`config.mk`:
```
export PLATFORM = sky130hd
export DESIGN_NAME = uart_rx_word_assembler_flat
export DESIGN_NICKNAME = d
export VERILOG_FILES = /design/src/rtl/uart_pkg.sv /design/src/rtl/uart_rx_word_assembler_if.sv /design/src/rtl/uart_rx_bit.sv /design/src/rtl/uart_rx_word_assembler.sv /design/src/flat_wrapper.sv
export SDC_FILE = /design/constraint.sdc
export NUM_CORES = 1
export LEC_CHECK = 0
export BUFFER_PORTS_ARGS = -buffer_cell sky130_fd_sc_hd__clkbuf_2
export CELL_PAD_IN_SITES_DETAIL_PLACEMENT = 0
export CELL_PAD_IN_SITES_GLOBAL_PLACEMENT = 1
export CORE_AREA = 4 4 80 157
export DETAILED_ROUTE_END_ITERATION = 8
export DIE_AREA = 0 0 84 161
export GPL_TIMING_DRIVEN = 0
export PLACE_DENSITY_LB_ADDON = 0.1
export SLEW_MARGIN = 20
export SYNTH_ARGS = -nofsm -noshare
export SYNTH_HDL_FRONTEND = slang
export SYNTH_HIERARCHICAL = 1
export SYNTH_SLANG_ARGS = --single-unit
```
`constraint.sdc`:
```
create_clock -name clk -period 3.08 [get_ports clk]
set_clock_uncertainty 0.2 [all_clocks]
set_input_delay 0.308 -clock clk [delete_from_list [all_inputs] [get_ports clk]]
set_output_delay 0.308 -clock clk [all_outputs]
set_load 0.01 [all_outputs]
```
`src/rtl/uart_pkg.sv`:
```
// Shared UART frame definitions: receiver FSM states, frame field sizes and the parity helper.
// The transmit-side framer imports this package as well.
package uart_pkg;

    localparam int unsigned FRAME_BITS      = 11;
    localparam int unsigned DATA_BITS       = 8;
    localparam int unsigned FRAMES_PER_WORD = 4;

    typedef enum logic [2:0] {
        StIdle,
        StStart,
        StData,
        StParity,
        StStop,
        StBreak
    } rx_state_e;

    // Even parity: bit equals XOR of data. Odd parity: its complement.
    function automatic logic parity_calc(input logic [DATA_BITS-1:0] data, input logic odd);
        return (^data) ^ odd;
    endfunction

endpackage

```
`src/rtl/uart_rx_word_assembler_if.sv`:
```
// Result bus of the UART word assembler: valid/ready holding register plus error and event pulses.
interface uart_rx_word_assembler_if;
    import uart_pkg::*;

    logic                                 rx_valid;
    logic [DATA_BITS*FRAMES_PER_WORD-1:0] rx_word;
    logic [FRAMES_PER_WORD-1:0]           rx_parity_err;
    logic [FRAMES_PER_WORD-1:0]           rx_frame_err;
    logic                                 rx_overrun;
    logic                                 rx_timeout;
    logic                                 rx_ready;

    modport master (
        output rx_valid, rx_word, rx_parity_err, rx_frame_err, rx_overrun, rx_timeout,
        input  rx_ready
    );

    modport slave (
        input  rx_valid, rx_word, rx_parity_err, rx_frame_err, rx_overrun, rx_timeout,
        output rx_ready
    );

endinterface

```
`src/rtl/uart_rx_bit.sv`:
```
// Serial line synchroniser, start detection and per-frame bit timing.
// Emits one byte_done strobe per frame, in the cycle the stop bit is sampled.
module uart_rx_bit
    import uart_pkg::*;
#(
    parameter int unsigned CLKS_PER_BIT = 16,
    parameter bit          PARITY_ODD   = 1'b0
) (
    input  logic                 clk,
    input  logic                 rst_n,
    input  logic                 rx_in,
    output logic [DATA_BITS-1:0] rx_byte,
    output logic                 parity_err,
    output logic                 frame_err,
    output logic                 byte_done,
    output logic                 line_idle,
    output logic                 line_high,
    output logic                 line_fall
);

    localparam int unsigned    CntW     = $clog2(CLKS_PER_BIT);
    localparam logic [CntW-1:0] HalfLoad = CntW'(CLKS_PER_BIT / 2 - 1);
    localparam logic [CntW-1:0] FullLoad = CntW'(CLKS_PER_BIT - 1);

    logic [1:0]           sync_q;
    logic                 prev_q;
    rx_state_e            state_q, state_d;
    logic [CntW-1:0]      cnt_q, cnt_d;
    logic [2:0]           bit_q, bit_d;
    logic [DATA_BITS-1:0] shift_q, shift_d;
    logic                 perr_q, perr_d;
    logic                 rx_s;
    logic                 tick;

    assign rx_s      = sync_q[1];
    assign tick      = (cnt_q == '0);
    assign line_fall = prev_q & ~rx_s;
    assign line_high = rx_s;
    assign line_idle = (state_q == StIdle);
    assign rx_byte   = shift_q;
    assign parity_err = perr_q;

    always_ff @(posedge clk or negedge rst_n) begin
        if (!rst_n) begin
            sync_q  <= 2'b11;
            prev_q  <= 1'b1;
            state_q <= StIdle;
            cnt_q   <= '0;
            bit_q   <= '0;
            shift_q <= '0;
            perr_q  <= 1'b0;
        end else begin
            sync_q  <= {sync_q[0], rx_in};
            prev_q  <= rx_s;
            state_q <= state_d;
            cnt_q   <= cnt_d;
            bit_q   <= bit_d;
            shift_q <= shift_d;
            perr_q  <= perr_d;
        end
    end

    always_comb begin
        state_d   = state_q;
        cnt_d     = cnt_q;
        bit_d     = bit_q;
        shift_d   = shift_q;
        perr_d    = perr_q;
        byte_done = 1'b0;
        frame_err = 1'b0;

        // Timed states count down to the next mid-bit sample point.
        if (state_q inside {StStart, StData, StParity, StStop} && !tick) begin
            cnt_d = cnt_q - 1'b1;
        end

        unique case (state_q)
            StIdle: begin
                if (line_fall) begin
                    state_d = StStart;
                    cnt_d   = HalfLoad;
                end
            end
            StStart: begin
                if (tick) begin
                    if (!rx_s) begin
                        state_d = StData;
                        cnt_d   = FullLoad;
                        bit_d   = '0;
                    end else begin
                        state_d = StIdle;
                    end
                end
            end
            StData: begin
                if (tick) begin
                    shift_d = {rx_s, shift_q[DATA_BITS-1:1]};
                    cnt_d   = FullLoad;
                    if (bit_q == 3'(DATA_BITS - 1)) begin
                        state_d = StParity;
                    end else begin
                        bit_d = bit_q + 1'b1;
                    end
                end
            end
            StParity: begin
                if (tick) begin
                    perr_d  = rx_s ^ parity_calc(shift_q, PARITY_ODD);
                    cnt_d   = FullLoad;
                    state_d = StStop;
                end
            end
            StStop: begin
                if (tick) begin
                    byte_done = 1'b1;
                    frame_err = ~rx_s;
                    state_d   = rx_s ? StIdle : StBreak;
                end
            end
            StBreak: begin
                if (rx_s) begin
                    state_d = StIdle;
                end
            end
            default: state_d = StIdle;
        endcase
    end

endmodule

```
`src/rtl/uart_rx_word_assembler.sv`:
```
// Collects four UART frames into one 32-bit word with per-byte error flags, holds it in a
// valid/ready register and discards partial words after a long idle line.
module uart_rx_word_assembler
    import uart_pkg::*;
#(
    parameter int unsigned CLKS_PER_BIT      = 16,
    parameter bit          PARITY_ODD        = 1'b0,
    parameter int unsigned IDLE_TIMEOUT_BITS = 22
) (
    input  logic                       clk,
    input  logic                       rst_n,
    input  logic                       rx_in,
    uart_rx_word_assembler_if.master   rx_bus
);

    localparam int unsigned WordW         = DATA_BITS * FRAMES_PER_WORD;
    localparam int unsigned IdxW          = $clog2(FRAMES_PER_WORD);
    localparam int unsigned TimeoutCycles = IDLE_TIMEOUT_BITS * CLKS_PER_BIT;
    localparam int unsigned ToW           = $clog2(TimeoutCycles + 1);

    logic [DATA_BITS-1:0]       rx_byte;
    logic                       parity_err, frame_err, byte_done;
    logic                       line_idle, line_high, line_fall;

    logic [IdxW-1:0]            idx_q, idx_d;
    logic [WordW-1:0]           word_acc_q, word_acc_d;
    logic [FRAMES_PER_WORD-1:0] perr_acc_q, perr_acc_d;
    logic [FRAMES_PER_WORD-1:0] ferr_acc_q, ferr_acc_d;
    logic [ToW-1:0]             to_cnt_q, to_cnt_d;
    logic                       valid_q, valid_d;
    logic [WordW-1:0]           word_q, word_d;
    logic [FRAMES_PER_WORD-1:0] perr_q, perr_d;
    logic [FRAMES_PER_WORD-1:0] ferr_q, ferr_d;
    logic                       overrun_q, overrun_d;
    logic                       timeout_q, timeout_d;

    uart_rx_bit #(
        .CLKS_PER_BIT (CLKS_PER_BIT),
        .PARITY_ODD   (PARITY_ODD)
    ) u_bit (
        .clk        (clk),
        .rst_n      (rst_n),
        .rx_in      (rx_in),
        .rx_byte    (rx_byte),
        .parity_err (parity_err),
        .frame_err  (frame_err),
        .byte_done  (byte_done),
        .line_idle  (line_idle),
        .line_high  (line_high),
        .line_fall  (line_fall)
    );

    always_ff @(posedge clk or negedge rst_n) begin
        if (!rst_n) begin
            idx_q      <= '0;
            word_acc_q <= '0;
            perr_acc_q <= '0;
            ferr_acc_q <= '0;
            to_cnt_q   <= '0;
            valid_q    <= 1'b0;
            word_q     <= '0;
            perr_q     <= '0;
            ferr_q     <= '0;
            overrun_q  <= 1'b0;
            timeout_q  <= 1'b0;
        end else begin
            idx_q      <= idx_d;
            word_acc_q <= word_acc_d;
            perr_acc_q <= perr_acc_d;
            ferr_acc_q <= ferr_acc_d;
            to_cnt_q   <= to_cnt_d;
            valid_q    <= valid_d;
            word_q     <= word_d;
            perr_q     <= perr_d;
            ferr_q     <= ferr_d;
            overrun_q  <= overrun_d;
            timeout_q  <= timeout_d;
        end
    end

    always_comb begin
        idx_d      = idx_q;
        word_acc_d = word_acc_q;
        perr_acc_d = perr_acc_q;
        ferr_acc_d = ferr_acc_q;
        to_cnt_d   = to_cnt_q;
        valid_d    = valid_q;
        word_d     = word_q;
        perr_d     = perr_q;
        ferr_d     = ferr_q;
        overrun_d  = 1'b0;
        timeout_d  = 1'b0;

        if (valid_q && rx_bus.rx_ready) begin
            valid_d = 1'b0;
        end

        if (byte_done) begin
            word_acc_d[int'(idx_q)*DATA_BITS +: DATA_BITS] = rx_byte;
            perr_acc_d[idx_q] = parity_err;
            ferr_acc_d[idx_q] = frame_err;
            idx_d             = idx_q + 1'b1;
            to_cnt_d          = '0;
            if (idx_q == IdxW'(FRAMES_PER_WORD - 1)) begin
                // A held word that is not being taken this cycle wins; the new one is lost.
                if (!valid_q || rx_bus.rx_ready) begin
                    valid_d = 1'b1;
                    word_d  = word_acc_d;
                    perr_d  = perr_acc_d;
                    ferr_d  = ferr_acc_d;
                end else begin
                    overrun_d = 1'b1;
                end
                perr_acc_d = '0;
                ferr_acc_d = '0;
            end
        end else if (!line_idle || line_fall || idx_q == '0) begin
            to_cnt_d = '0;
        end else if (line_high) begin
            if (to_cnt_q == ToW'(TimeoutCycles - 1)) begin
                timeout_d  = 1'b1;
                idx_d      = '0;
                to_cnt_d   = '0;
                word_acc_d = '0;
                perr_acc_d = '0;
                ferr_acc_d = '0;
            end else begin
                to_cnt_d = to_cnt_q + 1'b1;
            end
        end
    end

    assign rx_bus.rx_valid      = valid_q;
    assign rx_bus.rx_word       = word_q;
    assign rx_bus.rx_parity_err = perr_q;
    assign rx_bus.rx_frame_err  = ferr_q;
    assign rx_bus.rx_overrun    = overrun_q;
    assign rx_bus.rx_timeout    = timeout_q;

endmodule

```
`src/flat_wrapper.sv`:
```
// flat-port wrapper written by rule: the top's interface ports become plain ports
module uart_rx_word_assembler_flat import uart_pkg::*;
#(
    parameter int unsigned CLKS_PER_BIT      = 16,
    parameter bit          PARITY_ODD        = 1'b0,
    parameter int unsigned IDLE_TIMEOUT_BITS = 22
)
  (clk, rst_n, rx_in, rx_bus_rx_valid, rx_bus_rx_word, rx_bus_rx_parity_err, rx_bus_rx_frame_err, rx_bus_rx_overrun, rx_bus_rx_timeout, rx_bus_rx_ready);
  uart_rx_word_assembler_if rx_bus_i ();
  input  logic clk;
  input  logic rst_n;
  input  logic rx_in;
  output wire logic [$bits(rx_bus_i.rx_valid)-1:0] rx_bus_rx_valid;
  output wire logic [$bits(rx_bus_i.rx_word)-1:0] rx_bus_rx_word;
  output wire logic [$bits(rx_bus_i.rx_parity_err)-1:0] rx_bus_rx_parity_err;
  output wire logic [$bits(rx_bus_i.rx_frame_err)-1:0] rx_bus_rx_frame_err;
  output wire logic [$bits(rx_bus_i.rx_overrun)-1:0] rx_bus_rx_overrun;
  output wire logic [$bits(rx_bus_i.rx_timeout)-1:0] rx_bus_rx_timeout;
  input wire logic [$bits(rx_bus_i.rx_ready)-1:0] rx_bus_rx_ready;
  assign rx_bus_rx_valid = rx_bus_i.rx_valid;
  assign rx_bus_rx_word = rx_bus_i.rx_word;
  assign rx_bus_rx_parity_err = rx_bus_i.rx_parity_err;
  assign rx_bus_rx_frame_err = rx_bus_i.rx_frame_err;
  assign rx_bus_rx_overrun = rx_bus_i.rx_overrun;
  assign rx_bus_rx_timeout = rx_bus_i.rx_timeout;
  assign rx_bus_i.rx_ready = rx_bus_rx_ready;
  uart_rx_word_assembler #(.CLKS_PER_BIT(CLKS_PER_BIT), .PARITY_ODD(PARITY_ODD), .IDLE_TIMEOUT_BITS(IDLE_TIMEOUT_BITS)) u_core (.clk(clk), .rst_n(rst_n), .rx_in(rx_in), .rx_bus(rx_bus_i));
endmodule
```
==> Yosys cells after proc, flatten, opt, wreduce, memory -nomap -nowiden <==
Index checks and enable logic that the tools add are counted.
{ "totals": {"wordCells": 133, "regBits": 116} }
{ "op_classes": {"n_mux": 60, "n_eq_ne": 18, "add_sub_neg": 5, "bitwise": 3, "n_lt_le_gt_ge": 2, "shifts": 2, "n_reduce_logical": 25} }
{ "ops": {"columns": ["op", "n"], "rows": [
  ["$mux W32", 4],
  ["$mux W4", 12],
  ["$mux W3", 12],
  ["$mux W9", 4],
  ["$neg A5 Y34", 1],
  ["$shift A8 B34 Y32 const A", 1],
  ["$shiftx A8 B34 Y32", 1],
  ["$bwmux W32", 1],
  ["$pmux W3 S6", 1],
  ["$mux W1", 16],
  ["$ne A2 B2 Y1 const B", 8],
  ["$pmux W4 S3", 1],
  ["$mux W2", 5],
  ["$add A9 B1 Y9 const B", 1],
  ["$eq A3 B3 Y1 const B", 3],
  ["$eq A9 B9 Y1 const B", 1],
  ["$bwmux W4", 2],
  ["$reduce_xor A8 Y1", 1],
  ["$reduce_and A7 Y1", 1],
  ["$eq A3 B2 Y1 const B", 2],
  ["$pmux W3 S2", 1],
  ["$reduce_and A3 Y1", 2],
  ["$reduce_bool A2 Y1", 3],
  ["$reduce_and A5 Y1", 1],
  ["other kinds (22)", 30]
]} }

==> Longest topological paths before layout <==
Gate-level depths: netlist (run 1).
{ "logic_depth": {"word_depth": 7, "depth_mapped": 11} }

==> Hierarchy <==
Netlist (run 1), hierarchy kept.
{ "by_module_without_submodules": {"columns": ["mod", "cells_per_inst", "n_inst", "seq_area_each_um2", "area_each_um2"], "rows": [
  ["uart_rx_word_assembler", 386, 1, 2302.2, 4140.2],
  ["uart_rx_bit", 103, 1, 554.3, 1144.8]
]} }

==> Least setup slack after synthesis (run 1) <==
OpenSTA, ideal clock, no wires.
{ "synth_timing": {"path_kind": "register to register", "start": "register u_core.u_bit.cnt_q[0]", "end": "register u_core.to_cnt_q[5]", "setup_slack_ns": 0.548, "n_path_buf": 2, "required_time_ns": 2.798, "path_stages_with_launch": 12, "t_arrival_ns": 2.250, "path_cell_list": "dfrtp_1 > inv_1 > ha_1 > nor3b_2 > nand3b_1 > nor2_1 > buf_6 > or4b_1 > buf_2 > a211oi_4 > a41oi_1 > a31oi_1"} }
{ "synth_via": {"elab_chain_cells": 4} }
{ "synth_lines": {"columns": ["element", "line_no", "source"], "rows": [
  ["from (decl)", "uart_rx_bit.sv:28", "logic [CntW-1:0] cnt_q, cnt_d;"],
  ["from (signal assigned)", "uart_rx_bit.sv:56", "cnt_q <= cnt_d;"],
  ["$logic_not A4 Y1 *", "uart_rx_bit.sv:36", "assign tick = (cnt_q == '0);"],
  ["$mux W1 *", "uart_rx_bit.sv:114", "if (tick) begin"],
  ["$mux W1 *", "uart_rx_bit.sv:77", "unique case (state_q)"],
  ["named net u_core.byte_done", "uart_rx_word_assembler.sv:22", "logic parity_err, frame_err, byte_done;"],
  ["$reduce_bool A3 Y1 (no source line) or $mux W9 (tied branches)", null, null],
  ["to (signal assigned)", "uart_rx_word_assembler.sv:71", "to_cnt_q <= to_cnt_d;"],
  ["to (decl)", "uart_rx_word_assembler.sv:29", "logic [ToW-1:0] to_cnt_q, to_cnt_d;"]
]} }
The timed path passes the listed nets; every way through them passes the cells marked *.
A chain may end at the register's enable or synchronous reset.

==> Final worst setup path (run 1) <==
{ "layout_timing": {"start": "register u_core.u_bit.cnt_q[0]", "end": "register u_core.word_q[31] (netlist: u_core/rx_bus.rx_word[31])"} }
{ "layout_via": {"elab_chain_cells": 4} }
{ "layout_lines": {"columns": ["element", "line_no", "source"], "rows": [
  ["$logic_not A4 Y1", "uart_rx_bit.sv:36", null],
  ["$mux W1", "uart_rx_bit.sv:114", null],
  ["$mux W1", "uart_rx_bit.sv:77", null],
  ["named net u_core.byte_done", "uart_rx_word_assembler.sv:22", null],
  ["$reduce_and A3 Y1 (no source line)", null, null],
  ["to (signal assigned)", "uart_rx_word_assembler.sv:73", "word_q <= word_d;"],
  ["to (decl)", "uart_rx_word_assembler.sv:31", "logic [WordW-1:0] word_q, word_d;"]
]} }
The timed path passes the listed nets, and every way through them passes these cells.

==> results.rst, run 1 <==
.. list-table::
   :header-rows: 1

   * - Metric
     - Value
   * - Fillers
     - 1008
   * - Later-pin clock latency in the skew report
     - 0.40 ns
   * - Mapped Cells
     - 489
   * - Number of cells traversed by the worst register-to-register path
     - 9
   * - Sequential share of power
     - 0.389
   * - Chip Width
     - 84 microns
   * - CP Launch Type
     - flop
   * - Yosys top cell by area
     - dfrtp_1
   * - TritonCTS clock tree
     - yes
   * - Synthesis-to-layout area growth
     - 20.6%
   * - Post-synthesis register bit count
     - 114
   * - Average footprint of a synthesized cell
     - 10.8 sq um
   * - Initial cell density of the core
     - 0.468
   * - Number of clock buffers inserted by TritonCTS
     - 17
   * - Clock edge transition at the registers on the reported setup and hold paths
     - 0.05 ns
   * - Via count of the first global-routing pass
     - 4121
   * - Fmax
     - 0.359 GHz
   * - Hpwl dp
     - 8580 microns
   * - Final setup violation count
     - 0
   * - Flip-flop cell with the highest count after synthesis
     - dfrtp_1
   * - Top Ports
     - 47
   * - Routed length per instance
     - 17.1 microns
   * - Detail-routed via count per cell
     - 5.40
   * - Power density normalized to cell area
     - 673 nW/um^2
   * - Fin Setup TNS
     - 0 ns
   * - Maximum number of buffers from clock root to sink
     - 2
   * - # H-tree levels
     - 4
   * - Warning count from the yosys run
     - 6
   * - Net count reported at finish
     - 573
   * - Slew @ Worst Pin
     - 0.909 ns
   * - Top cells by area, synth
     - dfrtp_1 53%, mux2_2 7.9%, o21ai_0 4.8%, a22o_1 4.8%, nand2_1 4.7%
   * - Antenna Cells
     - 0
   * - Share of total power in the clock network
     - 0.475
   * - Total of max-cap violations
     - 0
   * - Gpl congestion
     - 0.789
   * - Chip height
     - 161 microns
   * - Area taken by flip-flops and latches
     - 2860 sq um
   * - DRC violation count after routing
     - 0
   * - Pre-CTS setup slack
     - 0.191 ns
   * - Cell area after synthesis
     - 5290 sq um
   * - Antenna violations before repair
     - 0
   * - Worst-path fanout max
     - 10
   * - Wire length after detailed routing
     - 12100 microns
   * - Buffer cell driving the clock tree root
     - clkbuf_16
   * - Number of synthesized flops with an enable pin
     - 0
   * - Via count of the routed design
     - 3840
   * - Site row count
     - 55
   * - Post-CTS setup buffer count
     - 0
   * - Commonest non-fill, non-tap cell in the layout
     - dfrtp_1
   * - Clock Sinks
     - 114
   * - Share of total power consumed by net switching
     - 0.255
   * - Number of port buffers
     - 46
   * - Run status
     - completed
   * - Async S/R FF share, synth
     - 1.00
   * - Worst endpoint data arrival time
     - 2.87 ns
   * - Setup repair after global routing missed its margin
     - no
   * - Share of power burned in combinational logic
     - 0.136
   * - Tightest hold margin
     - 0.0466 ns
   * - Sw Pwr
     - 0.00110 W
   * - Final worst-path setup slack
     - 0.295 ns
   * - Required time at the endpoint of the critical path
     - 3.17 ns
   * - Total congestion overflow
     - 0
   * - Highest-count cells in the layout ignoring fill and taps
     - 111 x dfrtp_1, 66 x nand2_1, 51 x clkbuf_2, 51 x o21ai_0, 37 x mux2_2
   * - Number of distinct library cells after synthesis
     - 52
   * - Hold Vio Cnt, Final
     - 0
   * - Total Die Area
     - 13500 sq um
   * - Violation count after the first detailed-route iteration
     - 228
   * - Mapped Nets
     - 505
   * - Startpoint-to-endpoint class of the critical path
     - flop to flop
   * - Crit path capture type
     - flop
   * - Hold Path Cell Cnt
     - 3
   * - Core outline area
     - 11300 sq um
   * - Total leakage power
     - 3.03 nW
   * - Wire length of the first global-routing pass
     - 20700 microns
   * - Remaining max-slew budget at the tightest pin
     - 0.389
   * - Post-route ant nets
     - 0
   * - Proportion of layout cells with a drive suffix above 1
     - 0.236
   * - Number of iterations in the first detailed-routing pass
     - 4
   * - Final critical delay including setup and external delays
     - 2.79 ns
   * - Part of the Yosys area used for sequential elements
     - 0.540
   * - Proportion of netlist area held by the largest area contributor
     - 0.526
   * - Combined area of the multi-input logic cells
     - 2190 sq um
   * - Hold crit path type
     - input port to flop
   * - Share of the cycle needed by the critical path after routing
     - 0.904
   * - Internal power
     - 0.00320 W
   * - Maximum ir drop on the vdd rail
     - 0.398 mV
   * - Pin count of the biggest net entering global routing
     - 81
   * - All-Layer GR Usage
     - 0.194
   * - Final slew viol count
     - 0
[per-layer routing]
metal | global-route usage | vias to the layer above | share of wire
met2 | 0.360 | 68 | 0.56
li1 | - | 1844 | -
met1 | 0.209 | 1907 | 0.39
met3 | 0.0434 | 21 | 0.029
met5 | 0 | - | 0
met4 | 0.0798 | 0 | 0.023
[synth_stat cells (all sizes together) (9+ instances only)]
cell and number:
nor2 14, nand2 66, a22o 29, inv 35, nor2b 9, dfrtp 111, a21oi 11, o21ai 52
clkbuf 21, nand3 11, ha 12, mux2 38
[cells by family (layout without fill, tap and decap cells)]
family / after synthesis / in the layout / synth area share
AOI/OAI and AO/OA: 112 / 112 / 0.142
xor gates and xnor gates: 12 / 12 / 0.0225
adders and majority gates: 12 / 12 / 0.0284
buffers and inverters: 61 / 141 / 0.0459
DFF: 114 / 114 / 0.540
muxes: 46 / 46 / 0.0961
and+or+nand+nor: 132 / 132 / 0.125
[sequential cells by signal, summed over array words and instances, names as in the netlist, 3 cells and up]
register                     flops
u_core/u_bit/cnt_q               4
u_core/u_bit/bit_q               3
u_core/word_acc_q               32
u_core/to_cnt_q                  9
u_core/rx_bus.rx_parity_err      4
u_core/perr_acc_q                3
u_core/rx_bus.rx_word           32
u_core/u_bit/state_q             3
u_core/rx_bus.rx_frame_err       4
u_core/ferr_acc_q                3
u_core/u_bit/rx_byte             8
[worst max-delay path, cell delays in order, from the launching register on]
cell	delay, ns
dfrtp_1	0.37
inv_1	0.11
ha_1	0.18
nor3b_2	0.36
nand3b_1	0.15
nor2_1	0.14
buf_6	0.14
nand3_1	0.33
clkbuf_2	0.36
mux2_2	0.32
[path summary, 6_finish.rpt]
path	startpoint	to	slack, ns
max in group asynchronous	rst_n	u_core/u_bit/sync_q[0]	1.81
worst max-delay path	u_core/u_bit/cnt_q[0]	u_core/rx_bus.rx_word[31]	0.29
min in group asynchronous	rst_n	u_core/rx_bus.rx_word[23]	0.18
worst min register to register	u_core/u_bit/sync_q[0]	u_core/u_bit/sync_q[1]	0.16
worst min-delay path	rx_bus_rx_ready	u_core/rx_bus.rx_overrun	0.05
worst max register to register	u_core/u_bit/cnt_q[0]	u_core/rx_bus.rx_word[31]	0.29
[what timing repair did]
action                                  CTS  global route
endpoints found under the setup margin    0            30
hold buffers                              2             0
gates resized for setup                   0            10
hold endpoints to repair                 35             0
[power by group through the flow]
stage          registers [W]  clock network (W)  logic, W
2_1_floorplan        0.00166                  0  0.000446
3_3_place_gp         0.00169                  0  0.000565
3_5_place_dp         0.00169                  0  0.000584
4_1_cts              0.00167            0.00209  0.000591
5_1_grt              0.00168            0.00217  0.000660
6_report             0.00167            0.00204  0.000582
[stage by stage]
stage	cell area [sq um]	utilization	total power (W)	cells
after CTS	6370	0.564	0.00435	711
final	6370	0.565	0.00429	711
after global routing	6370	0.565	0.00451	711
after detailed placement	5730	0.508	0.00228	678
after floorplan	5290	-	0.00210	489
after global placement	5690	0.504	0.00226	677
[final cells by class]
class                           count  share of cell area
Multi-Input combinational cell    314               0.343
Buffer                             26              0.0185
Clock buffer                       20              0.0717
Inverter                           35              0.0206
Timing Repair Buffer               49              0.0450
Sequential cell                   114               0.448
Clock inverter                     11              0.0251
Tap cell                          142              0.0279
Note: power is estimated with default switching activity, not from simulation.
==> inputs of run 2 (changes only) <==
clock period = 2.7 ns   (was 3.08 ns; I/O delays follow)
==> results.rst, run 2 (synthesis gave the netlist of run 1 again) <==
.. list-table::
   :header-rows: 1

   * - Metric
     - Value
   * - Antenna violations before repair
     - 0
   * - Clock Sinks
     - 114
   * - Final slew viol count
     - 0
   * - Combined area of the multi-input logic cells
     - 2240 sq um
   * - Area taken by flip-flops and latches
     - 2860 sq um
   * - TritonCTS clock tree
     - yes
   * - Fmax
     - 0.388 GHz
   * - Run status
     - completed
   * - Total congestion overflow
     - 0
   * - Number of port buffers
     - 46
   * - DRC violation count after routing
     - 0
   * - All-Layer GR Usage
     - 0.194
   * - Maximum number of buffers from clock root to sink
     - 2
   * - Site row count
     - 55
   * - Maximum ir drop on the vdd rail
     - 0.448 mV
   * - Hold Vio Cnt, Final
     - 0
   * - Top Ports
     - 47
   * - Clock edge transition at the registers on the reported setup and hold paths
     - 0.05 ns
   * - Total leakage power
     - 3.10 nW
   * - Gpl congestion
     - 0.789
   * - Wire length of the first global-routing pass
     - 20700 microns
   * - Required time at the endpoint of the critical path
     - 2.83 ns
   * - Number of iterations in the first detailed-routing pass
     - 4
   * - # H-tree levels
     - 4
   * - Hpwl dp
     - 8580 microns
   * - Chip Width
     - 84 microns
   * - Detail-routed via count per cell
     - 5.38
   * - Via count of the routed design
     - 3862
   * - Startpoint-to-endpoint class of the critical path
     - flop to flop
   * - Post-route ant nets
     - 0
   * - R2R setup slack
     - 0.12 ns
   * - Core outline area
     - 11300 sq um
   * - Number of clock buffers inserted by TritonCTS
     - 17
   * - Remaining max-slew budget at the tightest pin
     - 0.404
   * - Later-pin clock latency in the skew report
     - 0.40 ns
   * - Pin count of the biggest net entering global routing
     - 81
   * - Initial cell density of the core
     - 0.468
   * - CP Launch Type
     - flop
   * - Commonest non-fill, non-tap cell in the layout
     - dfrtp_1
   * - Chip height
     - 161 microns
   * - Slew @ Worst Pin
     - 0.888 ns
   * - Net count reported at finish
     - 580
   * - Via count of the first global-routing pass
     - 4118
   * - Worst endpoint data arrival time
     - 2.71 ns
   * - Share of the cycle needed by the critical path after routing
     - 0.955
   * - Fin Setup TNS
     - 0 ns
   * - Total of max-cap violations
     - 0
   * - Final Cell Area
     - 6500 sq um
   * - Buffer cell driving the clock tree root
     - clkbuf_16
   * - Routed length per instance
     - 17.1 microns
   * - Pre-CTS setup slack
     - -0.189 ns
   * - Proportion of layout cells with a drive suffix above 1
     - 0.267
   * - Final design utilization
     - 0.576
   * - Crit path capture type
     - flop
   * - Fillers
     - 1006
   * - Worst-path fanout max
     - 6
   * - Highest-count cells in the layout ignoring fill and taps
     - 111 x dfrtp_1, 66 x nand2_1, 56 x clkbuf_2, 51 x o21ai_0, 37 x mux2_2
   * - Synthesis-to-layout area growth
     - 22.9%
   * - Wire length after detailed routing
     - 12300 microns
   * - Final critical delay including setup and external delays
     - 2.58 ns
   * - Total Die Area
     - 13500 sq um
   * - Power density normalized to cell area
     - 762 nW/um^2
   * - Final setup violation count
     - 0
   * - Hold crit path type
     - input port to flop
   * - Final worst-path setup slack
     - 0.121 ns
   * - Violation count after the first detailed-route iteration
     - 208
   * - Area of placed instances
     - 5730 sq um
   * - Antenna Cells
     - 0
## run 2: cell types whose count changed in the layout (fill, tap and decap cells not counted), sizes merged
cell,delta
buf,+8
clkbuf,-1
## run 2: metal layers
metal  vias to the layer above  track usage  routed length [microns]
met3                        21       0.0413                      331
met1                      1921        0.210                     4800
li1                       1858            -                        -
met5                         -            0                        0
met4                         0       0.0798                      284
met2                        62        0.361                     6880
## run 2: repair_timing
item | in CTS | in global routing
pin swaps | 1 | 0
hold buffers | 2 | 0
endpoints found under the setup margin | 61 | 71
gates resized for setup | 11 | 17
endpoints found under the hold margin | 112 | 0
setup buffers | 3 | 4
## run 2: through the flow
step,hold WS [ns],power (W),instances
after CTS,0.0182,0.00497,714
after global routing,0.0753,0.00520,718
after floorplan,-0.226,0.00240,489
after detailed placement,0.00467,0.00260,678
after global placement,0.146,0.00257,677
final,0.0321,0.00495,718
## run 2: worst paths after layout
path	depth (start not counted)	end	startpoint
worst min register to register	0	u_core/u_bit/sync_q[1]	u_core/u_bit/sync_q[0]
min in group asynchronous	2	u_core/rx_bus.rx_word[23]	rst_n
max in group asynchronous	3	u_core/rx_bus.rx_word[4]	rst_n
worst min-delay path	3	u_core/rx_bus.rx_overrun	rx_bus_rx_ready
worst max-delay path	12	u_core/to_cnt_q[5]	u_core/u_bit/cnt_q[0]
worst max register to register	12	u_core/to_cnt_q[5]	u_core/u_bit/cnt_q[0]
## run 2: worst max-delay path, cell delays in order, from the launching register on
cell,delay (ns)
dfrtp_1,0.36
inv_2,0.06
ha_2,0.18
nor3b_4,0.15
nand3b_1,0.11
nor2_1,0.06
buf_6,0.14
or4b_4,0.51
buf_6,0.14
a211oi_4,0.19
buf_4,0.16
a41oi_2,0.10
a31oi_1,0.15
## run 2: cell type report
type	count	share of cell area
flip-flops and latches	114	0.440
multi-input cells	314	0.345
clock buffers	20	0.0703
repair buffers	56	0.0528
well taps	142	0.0273
clock inverters	11	0.0247
inverters	35	0.0202
plain buffers	26	0.0200
## run 2: report_power, final
group	switching (W)	internal (W)	leakage (nW)	total, W
Clock	0.000751	0.00158	0.301	0.00233
Combinational	0.000402	0.000310	1.23	0.000711
Sequential	0.000118	0.00179	1.57	0.00191
==> inputs of run 3 (changes only) <==
PLACE_DENSITY_LB_ADDON = 0.15   (was 0.1)
==> results.rst, run 3 (synthesis gave the netlist of run 1 again) <==
.. list-table::
   :header-rows: 1

   * - Metric
     - Value
   * - Maximum ir drop on the vdd rail
     - 0.498 mV
   * - Chip Width
     - 84 microns
   * - Detail-routed via count per cell
     - 5.44
   * - Hpwl dp
     - 8740 microns
   * - Startpoint-to-endpoint class of the critical path
     - flop to flop
   * - Final worst-path setup slack
     - 0.0508 ns
   * - Proportion of layout cells with a drive suffix above 1
     - 0.272
   * - Number of port buffers
     - 46
   * - Share of the cycle needed by the critical path after routing
     - 0.981
   * - DRC violation count after routing
     - 0
   * - Fmax
     - 0.377 GHz
   * - Remaining max-slew budget at the tightest pin
     - 0.426
   * - Routed length per instance
     - 17.1 microns
   * - Filler-free cell count of the finished design
     - 722
   * - Antenna violations before repair
     - 0
   * - Clock edge transition at the registers on the reported setup and hold paths
     - 0.05 ns
   * - Tightest hold margin
     - 0.0318 ns
   * - Hold crit path type
     - input port to flop
   * - Area of placed instances
     - 5730 sq um
   * - Violation count after the first detailed-route iteration
     - 150
   * - Chip height
     - 161 microns
   * - Final Cell Area
     - 6540 sq um
   * - Later-pin clock latency in the skew report
     - 0.40 ns
   * - Worst-path fanout max
     - 6
   * - Initial cell density of the core
     - 0.468
   * - Antenna Cells
     - 0
   * - Final design utilization
     - 0.579
   * - Via count of the routed design
     - 3925
   * - CP Launch Type
     - flop
   * - Core outline area
     - 11300 sq um
   * - Pre-CTS setup slack
     - -0.212 ns
   * - Number of clock buffers inserted by TritonCTS
     - 17
   * - Crit path capture type
     - flop
   * - Hold Vio Cnt, Final
     - 0
   * - Final setup violation count
     - 0
   * - Hold Path Cell Cnt
     - 3
   * - Top Ports
     - 47
   * - Post-route ant nets
     - 0
   * - Synthesis-to-layout area growth
     - 23.7%
   * - Setup crit start
     - u_core/u_bit/cnt_q[1]
   * - Pin count of the biggest net entering global routing
     - 67
   * - Clock Sinks
     - 114
   * - Final critical delay including setup and external delays
     - 2.65 ns
   * - Total placed cells including tap cells
     - 678
   * - Net count reported at finish
     - 583
   * - Worst hold start
     - rx_bus_rx_ready
   * - Number of iterations in the first detailed-routing pass
     - 4
   * - Final slew viol count
     - 0
   * - Wire length of the first global-routing pass
     - 20600 microns
   * - Run status
     - completed
   * - Slew @ Worst Pin
     - 0.855 ns
   * - Via count of the first global-routing pass
     - 4085
   * - Wire length after detailed routing
     - 12300 microns
   * - Gpl congestion
     - 0.805
   * - Required time at the endpoint of the critical path
     - 2.82 ns
   * - Site row count
     - 55
   * - Total congestion overflow
     - 0
   * - Number of cells traversed by the worst register-to-register path
     - 12
   * - All-Layer GR Usage
     - 0.194
   * - TritonCTS clock tree
     - yes
   * - Maximum number of buffers from clock root to sink
     - 2
   * - R2r startpoint
     - u_core/u_bit/cnt_q[1]
   * - Highest-count cells in the layout ignoring fill and taps
     - 110 x dfrtp_1, 66 x nand2_1, 56 x clkbuf_2, 51 x o21ai_0, 37 x mux2_2
   * - Commonest non-fill, non-tap cell in the layout
     - dfrtp_1
   * - Power density normalized to cell area
     - 767 nW/um^2
   * - Total of max-cap violations
     - 0
   * - Buffer cell driving the clock tree root
     - clkbuf_16
   * - Worst endpoint data arrival time
     - 2.77 ns
   * - Total Die Area
     - 13500 sq um
   * - Total leakage power
     - 3.11 nW
   * - # H-tree levels
     - 4
run 3: cell count changes in the layout (fill, tap and decap cells not counted):
cell | before | now
buf_4 | 6 | 9
clkbuf_1 | 10 | 12
a31oi_1 | 3 | 2
a31oi_4 | 1 | 2
a41oi_1 | 0 | 1
a41oi_2 | 1 | 0
buf_1 | 1 | 0
clkbuf_8 | 3 | 4
clkinv_2 | 5 | 4
dfrtp_1 | 111 | 110
dfrtp_2 | 0 | 1
run 3: worst max-delay path, stage by stage, from the launching register on:
cell and delay [ns]:
dfrtp_1 0.39, inv_2 0.05, ha_2 0.16, nor3b_4 0.15
nand3b_1 0.12, nor2_1 0.07, buf_6 0.12, or4b_4 0.51
buf_6 0.14, a211oi_4 0.25, buf_6 0.17, a31oi_4 0.08
a31oi_1 0.14
run 3: final cells by class:
class,count,area (sq um)
flip-flops and latches,114,2860
plain buffers,26,130
repair buffers,59,365
well taps,142,178
multi-input cells,314,2250
fillers,991,4750
clock inverters,10,155
clock buffers,22,474
inverters,35,131
run 3: report_power, final:
| part | switching [W] | internal [W] |
|---|---|---|
| Combinational | 0.000413 | 0.000329 |
| Sequential | 0.000120 | 0.00179 |
| Clock | 0.000749 | 0.00161 |
run 3: worst paths after layout:
kind,endpoint,slack (ns)
max,u_core/to_cnt_q[6],0.05
min,u_core/rx_bus.rx_overrun,0.03
max reg2reg,u_core/to_cnt_q[6],0.05
min reg2reg,u_core/u_bit/sync_q[1],0.15
max in group asynchronous,u_core/idx_q[0],1.44
min in group asynchronous,u_core/rx_bus.rx_word[24],0.18
run 3: through the flow:
stage | setup TNS [ns] | total power (W)
3_3_place_gp | -59.95 | 0.00258
2_1_floorplan | 0 | 0.00240
4_1_cts | 0 | 0.00500
3_5_place_dp | -5.91 | 0.00261
5_1_grt | -0.146 | 0.00526
6_report | 0 | 0.00502
run 3: repair_timing:
item / 4_1_cts / 5_1_grt
hold buffers: 2 / 0
endpoints found under the hold margin: 49 / 0
setup buffers: 1 / 9
cloned: 0 / 0
endpoints found under the setup margin: 57 / 70
gates resized for setup: 11 / 18
pin swaps: 1 / 3
run 3: layer usage:
layer	share of wire	vias up	routed length (microns)	GRT usage
met1	0.38	1940	4650	0.205
met5	0	-	0	0
li1	-	1873	-	-
met3	0.034	31	422	0.0413
met4	0.031	0	385	0.0886
met2	0.56	81	6880	0.360
